===== src/rtl/inst_req_stage.sv =====
// inst_req_stage: PC owner and single-outstanding instruction requester for the fetch stage.
// Redirects cancel in-flight work; a pending branch takes effect after its delay slot.
module inst_req_stage #(
   parameter logic [31:0] RESET_PC = 32'hbfc00000,
   parameter logic [31:0] EXC_PC   = 32'hbfc00380
) (
   input  logic        clk,
   input  logic        reset,
   input  logic        stall,
   input  logic        stop,
   input  logic        exception,
   input  logic        eret,
   input  logic [31:0] epc,
   input  logic        br_taken,
   input  logic [31:0] br_target,
   output logic        inst_req,
   output logic        inst_wr,
   output logic [1:0]  inst_size,
   output logic [31:0] inst_req_addr,
   input  logic        inst_addr_ok,
   input  logic        mem_data_ok,
   input  logic [31:0] mem_rdata,
   output logic        inst_data_ok,
   output logic [31:0] inst_addr,
   output logic [31:0] inst_rdata
);
   typedef enum logic [1:0] {IDLE, REQ, WAIT, DONE} state_t;
   state_t state, state_n;
   logic [31:0] pc, pc_n, req_pc, req_pc_n, br_tgt, br_tgt_n;
   logic [31:0] buf_addr, buf_addr_n, buf_data, buf_data_n;
   logic cancel, cancel_n, br_pend, br_pend_n, held, held_n;
   logic redirect;
   logic [31:0] target;
   assign redirect = exception | eret;
   assign target = exception ? EXC_PC : epc;
   assign inst_wr = 1'b0;
   assign inst_size = 2'b10;
   assign inst_req = state == REQ && !stop;
   assign inst_req_addr = pc;
   assign inst_data_ok = state == DONE && !stall && !stop && !redirect;
   assign inst_addr = state == DONE ? buf_addr : 32'h0;
   assign inst_rdata = state == DONE ? buf_data : 32'h0;
   always_comb begin
      state_n = state;
      pc_n = pc;
      req_pc_n = req_pc;
      br_tgt_n = br_tgt;
      br_pend_n = br_pend;
      cancel_n = cancel;
      held_n = held;
      buf_addr_n = buf_addr;
      buf_data_n = buf_data;
      if (!stop) begin
         if (br_taken) begin
            br_pend_n = 1'b1;
            br_tgt_n = br_target;
         end
         if (redirect) begin
            pc_n = target;
            br_pend_n = 1'b0;
         end
         case (state)
            IDLE: state_n = REQ;
            REQ: if (inst_addr_ok) begin
               state_n = WAIT;
               req_pc_n = pc;
               cancel_n = redirect;
            end
            WAIT: if (mem_data_ok || held) begin
               held_n = 1'b0;
               cancel_n = 1'b0;
               state_n = (cancel || redirect) ? REQ : DONE;
               buf_addr_n = req_pc;
               buf_data_n = mem_data_ok ? mem_rdata : buf_data;
            end else if (redirect) cancel_n = 1'b1;
            DONE: if (redirect) state_n = REQ;
            else if (!stall) begin
               pc_n = br_pend_n ? br_tgt_n : req_pc + 32'd4;
               br_pend_n = 1'b0;
               state_n = REQ;
            end
         endcase
      end else if (state == WAIT && mem_data_ok) begin
         // frozen: park the response so it survives until the stop lifts
         buf_addr_n = req_pc;
         buf_data_n = mem_rdata;
         held_n = 1'b1;
      end
   end
   always_ff @(posedge clk or posedge reset) begin
      if (reset) begin
         state <= IDLE;
         pc <= RESET_PC;
         req_pc <= 32'h0;
         br_tgt <= 32'h0;
         br_pend <= 1'b0;
         cancel <= 1'b0;
         held <= 1'b0;
         buf_addr <= 32'h0;
         buf_data <= 32'h0;
      end else begin
         state <= state_n;
         pc <= pc_n;
         req_pc <= req_pc_n;
         br_tgt <= br_tgt_n;
         br_pend <= br_pend_n;
         cancel <= cancel_n;
         held <= held_n;
         buf_addr <= buf_addr_n;
         buf_data <= buf_data_n;
      end
   end
endmodule


===== config.mk =====
export PLATFORM = sky130hd
export DESIGN_NAME = inst_req_stage
export DESIGN_NICKNAME = d
export VERILOG_FILES = /design/src/rtl/inst_req_stage.sv
export SDC_FILE = /design/constraint.sdc
export NUM_CORES = 1
export LEC_CHECK = 0
export CAP_MARGIN = 5
export CORE_UTILIZATION = 25
export CTS_CLUSTER_SIZE = 20
export DETAILED_ROUTE_END_ITERATION = 12
export PLACE_DENSITY = 0.52
export RECOVER_POWER = 25
export SLEW_MARGIN = 20
export SYNTH_ARGS = -nofsm -noshare
export SYNTH_HDL_FRONTEND = slang
export SYNTH_SLANG_ARGS = --single-unit

===== constraint.sdc =====
create_clock -name clk -period 6.3 [get_ports clk]
set_input_delay 1.26 -clock clk [delete_from_list [all_inputs] [get_ports clk]]
set_output_delay 1.26 -clock clk [all_outputs]
set_load 0.01 [all_outputs]

Word level (Yosys, flattened, before mapping)

Cells that the tools add are included.

Bits in registers: 165
Latch bits: 0
Bits in writable memories: 0
Memory bits (read-only): 0
Input bits: 105
Output and inout bits: 101
Logic and storage cells: 78
Memories: 0

$add $sub $neg: 1
Multiply operators: 0
Divide/modulo/power cells: 0
$lt $le $gt $ge: 0
Equal/unequal tests: 8
Shift-type cells: 0
Multiplexer cells: 38
Bitwise gates (word level): 2
Reductions and logical operators: 20

Operator list:

| operator                | count |
|---|---|
| $mux W32                | 18 |
| $add A32 B3 Y32 const B | 1 |
| $mux W1                 | 13 |
| $reduce_and A4 Y1       | 3 |
| $mux W2                 | 5 |
| $pmux W2 S4             | 1 |
| $reduce_bool A2 Y1      | 4 |
| $ne A3 B3 Y1 const B    | 2 |
| $reduce_and A3 Y1       | 2 |
| $logic_and A1 B1 Y1     | 5 |
| $eq A2 B2 Y1 const B    | 2 |
| $ne A2 B2 Y1 const B    | 2 |
| $logic_not A1 Y1        | 3 |
| $eq A2 B1 Y1 const B    | 1 |
| $logic_not A2 Y1        | 1 |
| $logic_or A1 B1 Y1      | 2 |
| $ne A2 B1 Y1 const B    | 1 |
| $pmux W1 S2             | 1 |
| $not A1 Y1              | 1 |
| $or A1 B1 Y1            | 1 |

Logic depth before layout (Yosys ltp)

Word-level depth: 7
Mapped depth: 8
Gate-level depth less buffers: 7

Worst setup path after synthesis

Ideal clock, no wire load.

Path type: input-to-output
Start point: input eret
End point: output inst_data_ok
Arrival time: 2.205 ns
Path slack: 2.835 ns
Cell stages on the path: 4
Buffers on the path: 1
Cell sequence: clkbuf_1 -> nor3_1 -> nand2_2 -> inv_1

Longest elaborated chain between the ends: 3

Ends and longest elaborated chain:

| what                | line | text |
|---|---|---|
| start: declaration  | 12   | `input logic eret,` |
| $or A1 B1 Y1        | 34   | `assign redirect = exception \| eret;` |
| $logic_not A1 Y1    | 40   | `assign inst_data_ok = state == DONE && !stall && !stop && !redirect;` |
| $logic_and A1 B1 Y1 | 40   |  |
| end: declaration    | 23   | `output logic inst_data_ok,` |

No other way between the ends.

Final worst setup path

Start point: input exception
End point: output inst_data_ok

Longest elaborated chain between the ends: 3

Ends and longest elaborated chain:

| what                | line | text |
|---|---|---|
| start: declaration  | 11   | `input logic exception,` |
| $or A1 B1 Y1        | 34   |  |
| $logic_not A1 Y1    | 40   |  |
| $logic_and A1 B1 Y1 | 40   |  |

No other way between the ends.

==> results.json <==
{
  "leakagePower_nw": 4.675,
  "via_count": 6779,
  "highest_layer": "met5",
  "drt_iter0_drc": 360,
  "clock-sinks": 165,
  "critPathLaunchType": "input port",
  "remaining_drc_errors": 0,
  "seq_area_frac_synth": 0.4849,
  "ioPinCount": 206,
  "worst_clock_skew_ns": 0.01179,
  "ys_ff_latch": 165,
  "status": "finished, violations left",
  "floorplan.initialDensity": 0.2546,
  "cp_max_fo": 27,
  "first_pass_iters": 5,
  "tns_ns": 0,
  "syn2layout_area_growth_pct": 35.49,
  "cp_data_required_time_ns": 5.04,
  "holdWs_ns": 0.4957,
  "ctsHoldBuffers": 0,
  "synth-async-reset-ratio": 1.000,
  "postSynthCellCount": 781,
  "hold_path.class": "flip-flop to flip-flop",
  "ctsResizeCount": 0,
  "final_common_cell": "clkdlybuf4s50_1",
  "wl_per_cell_um": 19.68,
  "wirelength_um": 28060,
  "cts_tree": "built",
  "irDropWorstVdd_v": 0.0001854,
  "core-area_sq_mm": 0.03353,
  "fin_crit_sh": 0.7948,
  "synth_area_leader_cell": "dfrtp_1",
  "r2r_start": "state[0]",
  "finalCriticalPeriod_ns": 5.007,
  "grt_pass1_vias": 6865,
  "clockRootBuffer": "clkbuf_16",
  "setup.worst_path.end_class": "primary output",
  "multi_input_area_sq_mm": 0.004161,
  "htree_levels": 4,
  "die_x_um": 186.8,
  "power-per-cell-area_mw_per_mm2": 350.7,
  "r2r-end": "inst_req_addr[19]",
  "yosysTopAreaCellShare": 0.4572,
  "cts_buffers": 17,
  "overflow": 0,
  "worstHoldStart": "buf_addr[14]",
  "fp.dieH_um": 186.8,
  "drive_above_1_share": 0.2137,
  "gp_congestion": 0.7928,
  "grt_use_total": 0.1635,
  "worstSetupPathType": "input port to primary output",
  "clk_pin_slew_ns": 0.07,
  "grt_pass1_wl_um": 43200,
  "max_slew_margin": -1.474,
  "rows": 67,
  "clock_latency_ns": 0.43,
  "min_to": "buf_addr[14]",
  "dpl_cell_area_sq_mm": 0.01102,
  "max_freq_ghz": 0.1997,
  "rrSetupSlack_ns": 3.40,
  "met1_length_um": 13460,
  "slew_viol_final": 112,
  "finalNetCount": 1075,
  "whs_path_depth": 2,
  "worstPathArrival_ns": 3.75,
  "cts_buffer_depth": 2,
  "io_buffer_count": 202,
  "antenna_found_initial": 1,
  "rsz0062_at_grt": "false",
  "fin_util": 0.3450,
  "die-area_sq_mm": 0.03490,
  "p_total_mw": 4.057,
  "routed-wl-met2_um": 12590,
  "final_antenna_net_count": 0,
  "violations": "max-capacitance violations, max-slew violations",
  "drv_cap": 2,
  "synth_edf_count": 0,
  "synth_area_leaders": "dfrtp_1 46%, mux2_2 18%, and2_1 4.8%, dfstp_2 2.8%, nand2_1 2.4%",
  "route.met3.wl_um": 1591,
  "post_cts.repair.setup_buffers": 0,
  "synth_area_per_cell_sq_um": 10.93,
  "final_cell_area_sq_mm": 0.01157,
  "grt_max_degree": 79,
  "register_area_sq_mm": 0.004140,
  "synth_cell_types": 65,
  "final_cell_mix": "198 x clkdlybuf4s50_1, 156 x dfrtp_1, 140 x mux2_2",
  "nFillCells": 3467,
  "viasPerCell": 4.754,
  "setup_viol": 0,
  "report.final.hold_viol_count": 0,
  "synth_ff_type": "dfrtp_1",
  "worst_slew_pin_slew_ns": 3.691,
  "syn-cell-area_sq_mm": 0.008538,
  "r2r_cells": 7,
  "antennaDiodeCount": 0,
  "yosysWarningCount": 0,
  "dp_hpwl_um": 20000
}
[sequential cells by signal, indices dropped and copies added, names as in the netlist, 2 cells and up]
register,count
inst_req_addr,32
req_pc,32
state,2
br_tgt,32
buf_data,32
buf_addr,32
[metal layers]
metal / track usage / vias up
met5: 0 / -
met4: 0.03909 / 2
met3: 0.04156 / 24
met2: 0.2536 / 222
met1: 0.2268 / 3370
li1: - / 3161
[worst max path at each step]
stage	from	end	slack, ns	cells past startpoint
after global placement	exception	inst_data_ok	1.39	6
final	exception	inst_data_ok	1.29	6
after detailed placement	exception	inst_data_ok	1.34	6
after floorplan	reset	br_pend	0.59	1
after global routing	exception	inst_data_ok	1.20	6
after CTS	exception	inst_data_ok	1.31	6
[power breakdown]
group          internal, mW  switching (mW)  leakage, nW
Sequential             1.44           0.319         2.02
Combinational         0.736           0.558         2.39
Clock                 0.531           0.473        0.268
Total                  2.71            1.35         4.68
[through the flow]
stage	cells	setup slack (ns)
2_1_floorplan	782	0.5932
4_1_cts	1426	1.315
5_1_grt	1426	1.202
6_report	1426	1.293
3_5_place_dp	1394	1.343
3_3_place_gp	1394	1.391
[worst max-delay path: stages]
cell and delay [ns]:
clkdlybuf4s50_1 0.39, buf_4 0.23, nor3_1 0.68, nand2_2 0.32, inv_1 0.23, clkdlybuf4s50_1 0.61
[cells by family (layout without fill, tap and decap cells)]
family / after synthesis / after routing / synth area share
mux: 152 / 152 / 0.1987
fa+ha+maj: 5 / 5 / 0.007327
xor+xnor: 24 / 24 / 0.02462
simple gates: 235 / 235 / 0.1483
flops: 165 / 165 / 0.4849
buf+inv: 65 / 261 / 0.03092
compound gates: 133 / 133 / 0.1043
other cells: 2 / 3 / 0.0008796
[cells in the mapped netlist (all sizes together), types with 5 or more instances]
master / count
nor2b: 9
o21ai: 34
mux2: 140
clkbuf: 30
a221o: 5
nand4: 7
inv: 14
nor2: 40
a21oi: 30
nor3: 13
and2: 65
xnor2: 13
nand2b: 8
ha: 5
o221ai: 5
a31oi: 6
nor4: 5
a22oi: 8
mux2i: 12
buf: 20
nand3: 13
a221oi: 9
dfrtp: 156
nand2: 56
xor2: 11
dfstp: 9
[cell type report]
cell class,count,area share
timing repair buffer,214,0.1814
sequential,165,0.3579
clock inverter,13,0.008436
clock buffer,19,0.03915
tap,448,0.04845
inverter,15,0.004975
multi-input combinational,552,0.3597
No activity file was read; power rests on OpenSTA's default activity.
